`config.mk`:
```
export PLATFORM = sky130hd
export DESIGN_NAME = alu_arbiter_flat
export DESIGN_NICKNAME = d
export VERILOG_FILES = /design/src/rtl/alu_pkg.sv /design/src/rtl/alu_arbiter_if.sv /design/src/rtl/rr_arb2.sv /design/src/rtl/alu_arbiter.sv /design/src/flat_wrapper.sv
export SDC_FILE = /design/constraint.sdc
export NUM_CORES = 1
export LEC_CHECK = 0
export ABC_AREA = 1
export ABC_CLOCK_PERIOD_IN_PS = 1270
export BUFFER_PORTS_ARGS = -buffer_cell sky130_fd_sc_hd__clkbuf_2
export CORE_MARGIN = 2
export CORE_UTILIZATION = 42
export DETAILED_ROUTE_END_ITERATION = 10
export PLACE_DENSITY = 0.83
export SETUP_SLACK_MARGIN = 0.3
export SKIP_CTS_REPAIR_TIMING = 1
export SLEW_MARGIN = 25
export SYNTH_ARGS = -nofsm -noshare
export SYNTH_HDL_FRONTEND = slang
export SYNTH_SLANG_ARGS = --single-unit
```
`constraint.sdc`:
```
create_clock -name clk -period 1.27 [get_ports clk]
set_input_delay 0.1905 -clock clk [delete_from_list [all_inputs] [get_ports clk]]
set_output_delay 0.1905 -clock clk [all_outputs]
set_load 0.005 [all_outputs]
```
`src/rtl/alu_pkg.sv`:
```
// Shared ALU function codes, widths, arbiter state encoding and operand bundle.
package alu_pkg;

  localparam int unsigned ALU_W     = 32;
  localparam int unsigned ALU_FUN_W = 6;

  localparam logic [ALU_FUN_W-1:0] FUN_ADD   = 6'b000000;
  localparam logic [ALU_FUN_W-1:0] FUN_SUB   = 6'b000001;
  localparam logic [ALU_FUN_W-1:0] FUN_AND   = 6'b011000;
  localparam logic [ALU_FUN_W-1:0] FUN_OR    = 6'b011110;
  localparam logic [ALU_FUN_W-1:0] FUN_XOR   = 6'b010110;
  localparam logic [ALU_FUN_W-1:0] FUN_NOR   = 6'b010001;
  localparam logic [ALU_FUN_W-1:0] FUN_PASSA = 6'b011010;
  localparam logic [ALU_FUN_W-1:0] FUN_SLL   = 6'b100000;
  localparam logic [ALU_FUN_W-1:0] FUN_SRL   = 6'b100001;
  localparam logic [ALU_FUN_W-1:0] FUN_SRA   = 6'b100011;
  localparam logic [ALU_FUN_W-1:0] FUN_EQ    = 6'b110011;
  localparam logic [ALU_FUN_W-1:0] FUN_NEQ   = 6'b110001;
  localparam logic [ALU_FUN_W-1:0] FUN_LT    = 6'b110101;
  localparam logic [ALU_FUN_W-1:0] FUN_LEZ   = 6'b111101;
  localparam logic [ALU_FUN_W-1:0] FUN_LTZ   = 6'b111011;
  localparam logic [ALU_FUN_W-1:0] FUN_GTZ   = 6'b111111;

  typedef enum logic [1:0] {
    ST_IDLE = 2'd0,
    ST_EXEC = 2'd1,
    ST_RESP = 2'd2
  } state_e;

  typedef struct packed {
    logic [ALU_W-1:0]     a;
    logic [ALU_W-1:0]     b;
    logic [ALU_FUN_W-1:0] fun;
    logic                 sign;
  } alu_op_t;

endpackage

```
`src/rtl/alu_arbiter_if.sv`:
```
// Requester, response and ALU-side signals of the ALU arbiter.
interface alu_arbiter_if;
  import alu_pkg::*;

  logic                 req0_valid;
  logic                 req0_ready;
  logic [ALU_W-1:0]     req0_a;
  logic [ALU_W-1:0]     req0_b;
  logic [ALU_FUN_W-1:0] req0_fun;
  logic                 req0_sign;

  logic                 req1_valid;
  logic                 req1_ready;
  logic [ALU_W-1:0]     req1_a;
  logic [ALU_W-1:0]     req1_b;
  logic [ALU_FUN_W-1:0] req1_fun;
  logic                 req1_sign;

  logic [ALU_W-1:0]     alu_a;
  logic [ALU_W-1:0]     alu_b;
  logic [ALU_FUN_W-1:0] alu_fun;
  logic                 alu_sign;
  logic [ALU_W-1:0]     alu_z;

  logic                 rsp_valid;
  logic                 rsp_id;
  logic [ALU_W-1:0]     rsp_z;
  logic                 rsp_ready;

  modport slave (
    input  req0_valid, req0_a, req0_b, req0_fun, req0_sign,
    input  req1_valid, req1_a, req1_b, req1_fun, req1_sign,
    input  alu_z, rsp_ready,
    output req0_ready, req1_ready,
    output alu_a, alu_b, alu_fun, alu_sign,
    output rsp_valid, rsp_id, rsp_z
  );

  modport master (
    output req0_valid, req0_a, req0_b, req0_fun, req0_sign,
    output req1_valid, req1_a, req1_b, req1_fun, req1_sign,
    output alu_z, rsp_ready,
    input  req0_ready, req1_ready,
    input  alu_a, alu_b, alu_fun, alu_sign,
    input  rsp_valid, rsp_id, rsp_z
  );

endinterface

```
`src/rtl/rr_arb2.sv`:
```
// Two-way round-robin picker; remembers the last winner so a tie goes to the other port.
module rr_arb2 (
  input  logic clk,
  input  logic reset,
  input  logic en_i,
  input  logic valid0_i,
  input  logic valid1_i,
  output logic grant0_o,
  output logic grant1_o,
  output logic gnt_id_o
);

  logic last_q, last_d;
  logic pick1;

  always_comb begin
    pick1    = valid1_i && (!valid0_i || !last_q);
    grant0_o = en_i && valid0_i && !pick1;
    grant1_o = en_i && pick1;
    gnt_id_o = pick1;
    last_d   = last_q;
    if (grant0_o || grant1_o) last_d = pick1;
  end

  // Starts at 1 so port 0 wins the first tie after reset.
  always_ff @(posedge clk) begin
    if (reset) last_q <= 1'b1;
    else       last_q <= last_d;
  end

endmodule

```
`src/rtl/alu_arbiter.sv`:
```
// Round-robin sharing of one combinational ALU between two requesters.
// Optional grant counters gnt0_cnt/gnt1_cnt are built when ALU_ARB_STATS_EN is defined.
module alu_arbiter
  import alu_pkg::*;
(
  input  logic         clk,
  input  logic         reset,
  alu_arbiter_if.slave bus
`ifdef ALU_ARB_STATS_EN
  ,
  output logic [31:0]  gnt0_cnt,
  output logic [31:0]  gnt1_cnt
`endif
);

  state_e           state_q, state_d;
  alu_op_t          op_q, op_d;
  alu_op_t          req_op0, req_op1;
  logic             rsp_valid_q, rsp_valid_d;
  logic             rsp_id_q, rsp_id_d;
  logic [ALU_W-1:0] rsp_z_q, rsp_z_d;
  logic             arb_en, grant0, grant1, gnt_id;

  assign req_op0 = {bus.req0_a, bus.req0_b, bus.req0_fun, bus.req0_sign};
  assign req_op1 = {bus.req1_a, bus.req1_b, bus.req1_fun, bus.req1_sign};

  // Requests are only taken in IDLE and never while reset is held.
  assign arb_en = (state_q == ST_IDLE) && !reset;

  rr_arb2 u_arb (
    .clk      (clk),
    .reset    (reset),
    .en_i     (arb_en),
    .valid0_i (bus.req0_valid),
    .valid1_i (bus.req1_valid),
    .grant0_o (grant0),
    .grant1_o (grant1),
    .gnt_id_o (gnt_id)
  );

  assign bus.req0_ready = grant0;
  assign bus.req1_ready = grant1;

  always_ff @(posedge clk) begin
    if (reset) state_q <= ST_IDLE;
    else       state_q <= state_d;
  end

  always_comb begin
    state_d     = state_q;
    op_d        = op_q;
    rsp_valid_d = rsp_valid_q;
    rsp_id_d    = rsp_id_q;
    rsp_z_d     = rsp_z_q;
    unique case (state_q)
      ST_IDLE: begin
        if (grant0 || grant1) begin
          op_d     = gnt_id ? req_op1 : req_op0;
          rsp_id_d = gnt_id;
          state_d  = ST_EXEC;
        end
      end
      ST_EXEC: begin
        rsp_z_d     = bus.alu_z;
        rsp_valid_d = 1'b1;
        state_d     = ST_RESP;
      end
      ST_RESP: begin
        if (bus.rsp_ready) begin
          rsp_valid_d = 1'b0;
          state_d     = ST_IDLE;
        end
      end
      default: state_d = ST_IDLE;
    endcase
  end

  always_ff @(posedge clk) begin
    if (reset) begin
      op_q        <= '0;
      rsp_valid_q <= 1'b0;
      rsp_id_q    <= 1'b0;
      rsp_z_q     <= '0;
    end else begin
      op_q        <= op_d;
      rsp_valid_q <= rsp_valid_d;
      rsp_id_q    <= rsp_id_d;
      rsp_z_q     <= rsp_z_d;
    end
  end

  assign bus.alu_a     = op_q.a;
  assign bus.alu_b     = op_q.b;
  assign bus.alu_fun   = op_q.fun;
  assign bus.alu_sign  = op_q.sign;
  assign bus.rsp_valid = rsp_valid_q;
  assign bus.rsp_id    = rsp_id_q;
  assign bus.rsp_z     = rsp_z_q;

`ifdef ALU_ARB_STATS_EN
  logic [31:0] gnt0_cnt_q, gnt1_cnt_q;

  // Free-running grant counters; wrap naturally at 2^32.
  always_ff @(posedge clk) begin
    if (reset) begin
      gnt0_cnt_q <= 32'd0;
      gnt1_cnt_q <= 32'd0;
    end else begin
      if (grant0) gnt0_cnt_q <= gnt0_cnt_q + 32'd1;
      if (grant1) gnt1_cnt_q <= gnt1_cnt_q + 32'd1;
    end
  end

  assign gnt0_cnt = gnt0_cnt_q;
  assign gnt1_cnt = gnt1_cnt_q;
`endif

endmodule

```
`src/flat_wrapper.sv`:
```
// flat-port wrapper written by rule: the top's interface ports become plain ports
module alu_arbiter_flat import alu_pkg::*;
  (clk, reset, bus_req0_valid, bus_req0_a, bus_req0_b, bus_req0_fun, bus_req0_sign, bus_req1_valid, bus_req1_a, bus_req1_b, bus_req1_fun, bus_req1_sign, bus_alu_z, bus_rsp_ready, bus_req0_ready, bus_req1_ready, bus_alu_a, bus_alu_b, bus_alu_fun, bus_alu_sign, bus_rsp_valid, bus_rsp_id, bus_rsp_z);
  alu_arbiter_if bus_i ();
  input  logic clk;
  input  logic reset;
  input wire logic [$bits(bus_i.req0_valid)-1:0] bus_req0_valid;
  input wire logic [$bits(bus_i.req0_a)-1:0] bus_req0_a;
  input wire logic [$bits(bus_i.req0_b)-1:0] bus_req0_b;
  input wire logic [$bits(bus_i.req0_fun)-1:0] bus_req0_fun;
  input wire logic [$bits(bus_i.req0_sign)-1:0] bus_req0_sign;
  input wire logic [$bits(bus_i.req1_valid)-1:0] bus_req1_valid;
  input wire logic [$bits(bus_i.req1_a)-1:0] bus_req1_a;
  input wire logic [$bits(bus_i.req1_b)-1:0] bus_req1_b;
  input wire logic [$bits(bus_i.req1_fun)-1:0] bus_req1_fun;
  input wire logic [$bits(bus_i.req1_sign)-1:0] bus_req1_sign;
  input wire logic [$bits(bus_i.alu_z)-1:0] bus_alu_z;
  input wire logic [$bits(bus_i.rsp_ready)-1:0] bus_rsp_ready;
  output wire logic [$bits(bus_i.req0_ready)-1:0] bus_req0_ready;
  output wire logic [$bits(bus_i.req1_ready)-1:0] bus_req1_ready;
  output wire logic [$bits(bus_i.alu_a)-1:0] bus_alu_a;
  output wire logic [$bits(bus_i.alu_b)-1:0] bus_alu_b;
  output wire logic [$bits(bus_i.alu_fun)-1:0] bus_alu_fun;
  output wire logic [$bits(bus_i.alu_sign)-1:0] bus_alu_sign;
  output wire logic [$bits(bus_i.rsp_valid)-1:0] bus_rsp_valid;
  output wire logic [$bits(bus_i.rsp_id)-1:0] bus_rsp_id;
  output wire logic [$bits(bus_i.rsp_z)-1:0] bus_rsp_z;
  assign bus_i.req0_valid = bus_req0_valid;
  assign bus_i.req0_a = bus_req0_a;
  assign bus_i.req0_b = bus_req0_b;
  assign bus_i.req0_fun = bus_req0_fun;
  assign bus_i.req0_sign = bus_req0_sign;
  assign bus_i.req1_valid = bus_req1_valid;
  assign bus_i.req1_a = bus_req1_a;
  assign bus_i.req1_b = bus_req1_b;
  assign bus_i.req1_fun = bus_req1_fun;
  assign bus_i.req1_sign = bus_req1_sign;
  assign bus_i.alu_z = bus_alu_z;
  assign bus_i.rsp_ready = bus_rsp_ready;
  assign bus_req0_ready = bus_i.req0_ready;
  assign bus_req1_ready = bus_i.req1_ready;
  assign bus_alu_a = bus_i.alu_a;
  assign bus_alu_b = bus_i.alu_b;
  assign bus_alu_fun = bus_i.alu_fun;
  assign bus_alu_sign = bus_i.alu_sign;
  assign bus_rsp_valid = bus_i.rsp_valid;
  assign bus_rsp_id = bus_i.rsp_id;
  assign bus_rsp_z = bus_i.rsp_z;
  alu_arbiter u_core (.clk(clk), .reset(reset), .bus(bus_i));
endmodule
```
==> results of run 1 <==
==> power breakdown <==
group | leakage, nW | internal, mW | switching (mW) | total (mW)
Sequential | 0.901 | 3.76 | 0.243 | 4.00
Clock | 0.130 | 1.36 | 1.38 | 2.74
Combinational | 4.46 | 1.53 | 1.59 | 3.11
==> metrics by stage <==
step,cells,cell area (sq um),TNS [ns]
after floorplan,1003,5917,0
after CTS,1448,7858,-2.301
final,1490,9104,-6.784
after global routing,1490,9104,-11.62
after global placement,1432,7572,-0.08172
after detailed placement,1432,7572,-0.8284
==> final timing paths <==
kind                                   from                                 end  slack [ns]  cells after the start
max          u_core.state_q[0]$_SDFFE_PP0P_  u_core.bus.alu_fun[5]$_SDFFE_PP0P_       -0.29                     11
min                           bus_alu_z[18]   u_core.bus.rsp_z[18]$_SDFFE_PP0P_        0.07                      3
max reg2reg  u_core.state_q[0]$_SDFFE_PP0P_  u_core.bus.alu_fun[5]$_SDFFE_PP0P_       -0.29                     11
min reg2reg  u_core.bus.rsp_id$_SDFFE_PP0P_      u_core.bus.rsp_id$_SDFFE_PP0P_        0.48                      2
==> critical path: cells and delay by family, from the launching register on <==
family / cells / cell delay [ns]
buffers and inverters: 5 / 0.56
and+or+nand+nor: 6 / 0.56
DFF: 1 / 0.36
==> synthesized netlist by cell type (all sizes together) <==
master	number	area, sq um
nand2	292	1111
inv	201	754.5
nand3	146	730.7
nor2	139	521.8
dfxtp	108	2162
buf	40	205.2
o21ai	32	160.2
clkbuf	22	82.58
clkinv	19	71.32
a21oi	3	26.28
nand3b	1	7.510
==> layer usage <==
layer | global-route usage [%] | wire length [um]
met1 | 25.35 | 8063
met2 | 39.77 | 10510
met3 | 5.056 | 1472
met4 | 8.836 | 619
met5 | 0 | 0
==> layout make-up <==
| cell class | instances | area (sq um) | area share (%) |
|---|---|---|---|
| inverter | 220 | 848.3 | 9.318 |
| clock inverter | 7 | 60.06 | 0.6597 |
| multi-input combinational | 613 | 2912 | 31.98 |
| sequential | 108 | 2205 | 24.22 |
| clock buffer | 9 | 225.2 | 2.474 |
| tap | 180 | 225.2 | 2.474 |
| timing repair buffer | 353 | 2629 | 28.88 |
==> cell families after synthesis <==
family | after synthesis | synth area share (%)
AND/OR/NAND/NOR | 578 | 40.65
AO/OA/AOI/OAI | 35 | 3.196
flip-flops | 108 | 37.07
buffers and inverters | 282 | 19.09
==> flip-flops by register name (all words and copies together) (netlist names) <==
register              flops
u_core.bus.alu_b         32
u_core.bus.rsp_id         1
u_core.bus.alu_sign       1
u_core.bus.alu_a         32
u_core.u_arb.last_q       1
u_core.state_q            2
u_core.bus.rsp_z         32
u_core.bus.rsp_valid      1
u_core.bus.alu_fun        6
==> metrics.csv, run 1 <==
metric;value;unit
kind of critical path;reg -> reg;
fin crit period;1.559;ns
later-pin clock latency in the skew report;0.35;ns
Worst Path Required;1.55;ns
Iteration-0 DRC Markers;407;
CTS tree;yes;
clk_skew;0.008452;ns
largest net degree at the start of global routing;53;
GRT Overall Usage;22.16;%
fmax;0.6415;GHz
leakage;5.494;nW
final WL;20.67;mm
Placeable Area;13720;sq um
final hold violations;0;
Yosys reg bits;108;
pre-CTS setup slack;-0.04606;ns
layout overhead on the synthesized area;56.07;%
Slew Limit Fails;0;
share of layout cells above drive strength 1;37.86;%
Syn. warnings;0;
crit start category;flop;
global-route wire length before repair;26.60;mm
CP max stage delay;0.36;ns
CTS clock-pin slew for the worst setup and hold paths;0.08;ns
Final Util;66.36;%
nets;1484;
Via Count;6937;
MaxCap Viol Count;0;
Final Setup Violations;73;
Critical Path Fanout Max;4;
CP max-delay cell;dfxtp_4;
most common cell after layout, fill and taps aside;clkbuf_2;
sequential area share after synthesis;37.07;%
Overflow after GRT;0;
Root Buffer;clkbuf_16;
Netlist cell types;16;
average size of a mapped cell;5.816;sq um
CTS buffer count;9;
antenna diode count;0;
die width;121.9;um
pwr dens;1082;nW/um^2
Gate Count Post-Synth;1003;
critical path endpoint category;flop;
Max VDD drop;0.0007574;V
Tcrit/Tclk final;122.7;%
Initial Util;42.52;%
Power Total;9.853;mW
Die Y-Extent;121.9;um
clock net sink count;108;
Syn Nets;1182;
slew of the pin with the lowest slew margin;0.2644;ns
io pins;286;
hold_ws;0.06746;ns
crit path DAT;1.83;ns
Routed wire per std cell;13.87;um
Hold Path Class;in -> reg;
fill count;1214;
Vias/cell;4.656;
CTS H-tree depth;3;
number of global-route vias before repair;5803;
DPL Wire Length;12.07;mm
DRC;0;
TritonRoute pass-1 iters;5;
Final GP Congestion;0.7944;
number of port buffers;285;
FP Rows;43;
post-route setup slack;-0.2888;ns
Die Area;14850;sq um
CP Cell Sequence;inv_6 -> nand2_4 -> nor2_4 -> nand2_4 -> buf_12 -> buf_12 -> buf_6 -> buf_6 -> nand3_2 -> nand2_1 -> nor2_1;
status;finished, violations left;
initial antenna violation count;0;
Syn Std Cell Area;5833;sq um
deepest clock path buffer count;2;
Rel. slew slack;82.37;%
unrepaired setup endpoints after global routing;true;
Routed Antenna Nets;0;
failing checks;setup timing;
most frequent cells in the layout;clkbuf_2, nand2_1, inv_1;
(Power assumes the default switching activity.)
==> inputs of run 2 (changes only) <==
Settings changed: CORE_UTILIZATION 42 to 43, CTS_BUF_LIST set to sky130_fd_sc_hd__clkbuf_4, PLACE_DENSITY 0.83 to 0.85.
==> metrics.csv, run 2 (same netlist as run 1, synthesis figures left out) <==
metric;value;unit
clock share of power;20.5;%
number of port buffers;285;
nets;1511;
status;finished, violations left;
Hold Path Class;in -> reg;
initial antenna violation count;1;
number of global-route vias before repair;6000;
die width;120.5;um
fill count;1093;
DRC;0;
CTS tree;yes;
CTS H-tree depth;3;
Critical Path Fanout Max;4;
most common cell after layout, fill and taps aside;nand2_1;
MaxCap Viol Count;0;
fmax;0.6483;GHz
layout overhead on the synthesized area;54.33;%
Placeable Area;13240;sq um
later-pin clock latency in the skew report;0.47;ns
CTS buffer count;9;
Post-DP Area;7550;sq um
kind of critical path;reg -> out;
critical path endpoint category;output pin;
global-route wire length before repair;26.47;mm
Overflow after GRT;0;
failing checks;setup timing;
Initial Util;44.05;%
Routed wire per std cell;14.12;um
crit start category;flop;
leakage;5.474;nW
clk_skew;0.02198;ns
slew of the pin with the lowest slew margin;0.3304;ns
final WL;21.38;mm
io pins;286;
Iteration-0 DRC Markers;409;
deepest clock path buffer count;2;
Slew Limit Fails;0;
crit path DAT;1.35;ns
FP Rows;42;
Worst Path Required;1.08;ns
Final Setup Violations;73;
Comb power frac;34.4;%
Switching Fraction;33.59;%
GRT Overall Usage;22.08;%
largest net degree at the start of global routing;72;
Rel. slew slack;77.97;%
clock net sink count;108;
unrepaired setup endpoints after global routing;true;
Via Count;7165;
pwr dens;992.7;nW/um^2
share of layout cells above drive strength 1;35.45;%
most frequent cells in the layout;nand2_1, clkbuf_2, inv_1;
Max VDD drop;0.0007280;V
CTS clock-pin slew for the worst setup and hold paths;0.18;ns
cell internal pwr;5.934;mW
Final Util;67.98;%
sequential power share;45.1;%
Tcrit/Tclk final;121.5;%
Vias/cell;4.732;
setup_tns;-10.58;ns
Final GP Congestion;0.8189;
DPL Wire Length;11.59;mm
Root Buffer;clkbuf_4;
Die Area;14510;sq um
post-route setup slack;-0.2725;ns
P_sw;3.002;mW
TritonRoute pass-1 iters;5;
final instance area;9002;sq um
Routed Antenna Nets;0;
Die Y-Extent;120.5;um
fin crit period;1.543;ns
final hold violations;0;
[run 2: final cells by class]
cell class,count,area [sq um],area share [%]
flip-flops and latches,108,2267,25.18
repair buffers,379,2859,31.76
clock buffers,9,67.56,0.7505
diodes,1,2.502,0.02780
well taps,176,220.2,2.446
multi-input cells,614,2675,29.72
clock inverters,7,72.57,0.8061
inverters,220,838.3,9.312
[run 2: through the flow]
stage / setup slack (ns) / instances / hold WS [ns] / total power, mW
after floorplan: 0.1204 / 1003 / 0.2522 / 5.357
after global placement: 0.008176 / 1424 / 0.4398 / 6.272
after detailed placement: -0.02407 / 1424 / 0.4465 / 6.337
after CTS: -0.3962 / 1440 / -0.08381 / 8.109
after global routing: -0.3491 / 1514 / 0.03818 / 9.473
final: -0.2725 / 1514 / 0.05358 / 8.936
[run 2: power by group through the flow]
stage | combinational, mW | sequential (mW) | clock [mW]
after global placement | 2.29 | 3.98 | 0
final | 3.07 | 4.03 | 1.83
after CTS | 2.35 | 3.93 | 1.84
after floorplan | 1.34 | 4.02 | 0
after detailed placement | 2.34 | 4.00 | 0
after global routing | 3.39 | 4.07 | 2.01
[run 2: worst paths after layout]
check | startpoint | to | slack [ns] | depth (start not counted)
worst max-delay path | u_core.state_q[1]$_SDFFE_PP0P_ | bus_req1_ready | -0.27 | 6
worst min register to register | u_core.bus.rsp_id$_SDFFE_PP0P_ | u_core.bus.rsp_id$_SDFFE_PP0P_ | 0.49 | 2
worst max register to register | u_core.u_arb.last_q$_SDFFE_PP1N_ | u_core.bus.alu_b[15]$_SDFFE_PP0P_ | -0.18 | 9
worst min-delay path | bus_req0_b[24] | u_core.bus.alu_b[24]$_SDFFE_PP0P_ | 0.05 | 7
[run 2: worst max-delay path, cell delays in order, from the launching register on]
cell and delay, ns:
dfxtp_4 0.41, inv_4 0.06, nand2_2 0.05, nor2_2 0.12
nand2_2 0.09, inv_1 0.06, buf_2 0.11
[run 2: routing by layer]
layer	vias up	track usage, %	share of wire, %
li1	3592	-	-
met1	3211	25.08	39
met2	304	39.19	50
met3	58	5.377	7.0
met4	0	9.520	3.5
met5	-	0	0
==> inputs of run 3 (changes only) <==
Settings changed: ABC_CLOCK_PERIOD_IN_PS 1270 to 1470, CORE_AREA set to 2 2 112 114, CORE_MARGIN 2 to unset, CORE_UTILIZATION 43 to unset, DIE_AREA set to 0 0 114 116, PLACE_DENSITY 0.85 to 0.83, SYNTH_HIERARCHICAL set to 1.
Clock period 1.27 ns to 1.47 ns, I/O delays scaled along.
==> metrics.csv, run 3 <==
metric;value;unit
worst r2r src;u_core/state_q[0]$_SDFFE_PP0P_;
slew of the pin with the lowest slew margin;0.4879;ns
pwr dens;916.2;nW/um^2
Overflow after GRT;0;
ys flop type;dfxtp_1;
GRT Overall Usage;20.05;%
initial antenna violation count;1;
MaxCap Viol Count;0;
CTS tree;yes;
Netlist cell types;15;
Via Count;6173;
status;finished, violations left;
sequential area share after synthesis;42.36;%
final hold violations;1;
fmax;0.5928;GHz
Synth async-reset ratio;0;%
DRC;0;
crit start category;flop;
Die Y-Extent;116;um
Register Area;2293;sq um
Worst Path Required;1.87;ns
Yosys reg bits;108;
Vias/cell;4.586;
CP endpoint;u_core/bus.alu_b[7]$_SDFFE_PP0P_;
post-route setup slack;-0.2170;ns
area taken by multi-input logic gates;2535;sq um
clock net sink count;108;
most frequent cells in the layout;nand2_1, clkbuf_2, nor2_1;
Crit. path cell count;11;
Routed wire per std cell;13.22;um
Critical path origin;u_core/state_q[0]$_SDFFE_PP0P_;
Syn. warnings;6;
CTS clock-pin slew for the worst setup and hold paths;0.17;ns
CP Cell Sequence;nor3_4 -> nand3_2 -> inv_2 -> inv_1 -> nand2_8 -> buf_12 -> nand2_8 -> clkbuf_16 -> nand2_1 -> nand2_1 -> nor2_1;
Comb power frac;33.7;%
crit path DAT;2.09;ns
FP Rows;40;
deepest clock path buffer count;2;
number of port buffers;285;
nets;1372;
setup_tns;-8.068;ns
Final GP Congestion;0.8147;
CP max-delay cell;dfxtp_2;
later-pin clock latency in the skew report;0.47;ns
dominant cells by area after synthesis;dfxtp_1, nand2_1, nor2_1, inv_1, o21ai_0;
top-area cell type share of the netlist area;42.36;%
sequential power share;45.6;%
DPL Wire Length;10.21;mm
most common cell after layout, fill and taps aside;nand2_1;
number of global-route vias before repair;4797;
share of layout cells above drive strength 1;41.82;%
clock share of power;20.7;%
cell internal pwr;5.139;mW
Placeable Area;11910;sq um
Iteration-0 DRC Markers;369;
CP max stage delay;0.37;ns
Syn Std Cell Area;5104;sq um
CTS buffer count;9;
P_sw;2.470;mW
area leader, netlist;dfxtp_1;
Post-synth EDFFs;0;
Initial Util;42.85;%
die width;114;um
Gate Count Post-Synth;853;
Tcrit/Tclk final;114.8;%
Post-synth top cells;nand2_1, nor2_1, dfxtp_1;
Switching Fraction;32.47;%
Worst R2R Setup Slack;-0.22;ns
Routed Antenna Nets;0;
failing checks;hold timing, setup timing;
Max VDD drop;0.0004697;V
fin crit period;1.687;ns
kind of critical path;reg -> reg;
Die Area;13220;sq um
Final Setup Violations;74;
layout overhead on the synthesized area;62.74;%
hold_ws;-0.01275;ns
Rel. slew slack;67.40;%
average size of a mapped cell;5.983;sq um
Slew Limit Fails;0;
Syn Nets;1032;
clk_skew;0.01786;ns
unrepaired setup endpoints after global routing;true;
Hold Path Class;in -> reg;
RR Endpoint;u_core/bus.alu_b[7]$_SDFFE_PP0P_;
CTS H-tree depth;3;
pre-CTS setup slack;-0.02008;ns
Critical Path Fanout Max;5;
CP top delay family;simple AND/OR/NAND/NOR gates;
final WL;17.80;mm
largest net degree at the start of global routing;71;
Root Buffer;clkbuf_4;
leakage;4.751;nW
TritonRoute pass-1 iters;5;
WP buf/inv;4;
io pins;286;
top-count cell post-synth;nand2_1;
global-route wire length before repair;21.51;mm
R2R depth;11;
fill count;982;
critical path endpoint category;flop;
-- run 3: logic make-up (layout without fill, tap and decap cells) --
| kind of cell | Yosys count | count (layout) | share of synthesized area (%) |
|---|---|---|---|
| buffers and inverters | 129 | 470 | 11.20 |
| AND/OR/NAND/NOR | 581 | 585 | 43.00 |
| AO/OA/AOI/OAI | 35 | 35 | 3.432 |
| flip-flops | 108 | 108 | 42.36 |
| other | 0 | 1 | 0 |
-- run 3: final cells by class --
class	instances	area share [%]
Clock inverter	7	0.9190
Timing Repair Buffer	372	34.12
Clock buffer	9	0.8135
Tap cell	147	2.215
Inverter	82	3.766
Multi-Input combinational cell	620	30.52
Sequential cell	108	27.61
Antenna cell	1	0.03013
-- run 3: worst min-delay path by stage --
stage | startpoint | to | slack, ns | cells after the start
final | bus_alu_z[28] | u_core/bus.rsp_z[28]$_SDFFE_PP0P_ | -0.01 | 3
after global routing | bus_alu_z[23] | u_core/bus.rsp_z[23]$_SDFFE_PP0P_ | -0.01 | 3
after detailed placement | u_core/u_arb/last_q$_SDFFE_PP1P_ | u_core/u_arb/last_q$_SDFFE_PP1P_ | 0.46 | 2
after global placement | u_core/bus.rsp_z[20]$_SDFFE_PP0P_ | u_core/bus.rsp_z[20]$_SDFFE_PP0P_ | 0.46 | 2
after CTS | bus_alu_z[5] | u_core/bus.rsp_z[5]$_SDFFE_PP0P_ | -0.04 | 3
after floorplan | reset | u_core/state_q[0]$_SDFFE_PP0P_ | 0.29 | 1
-- run 3: worst min-delay path: cells and delay by family --
family / cells / cell delay, ns
AO/OA/AOI/OAI: 1 / 0.07
buffers and inverters: 1 / 0.07
AND/OR/NAND/NOR: 1 / 0.08
-- run 3: metrics by stage --
stage	instance area [sq um]	total power [mW]	utilization, %	std cells
6_report	8305	7.609	69.73	1346
5_1_grt	8305	8.060	69.73	1346
4_1_cts	6825	6.753	57.30	1273
3_5_place_dp	6681	5.208	56.09	1257
3_3_place_gp	6681	5.161	56.09	1257
2_1_floorplan	5117	4.462	-	853
-- run 3: layer usage --
layer,GRT usage (%),vias to the layer above,wire length (um)
li1,-,3180,-
met5,0,-,0
met3,4.812,30,1094
met1,23.18,2752,6870
met2,36.11,211,9476
met4,7.317,0,353
-- run 3: power groups by stage --
stage	clock, mW	combinational (mW)	sequential [mW]
finish	1.57	2.57	3.47
global route	1.74	2.82	3.50
floorplan	0	0.997	3.47
global placement	0	1.73	3.43
CTS	1.60	1.77	3.38
detailed placement	0	1.76	3.44
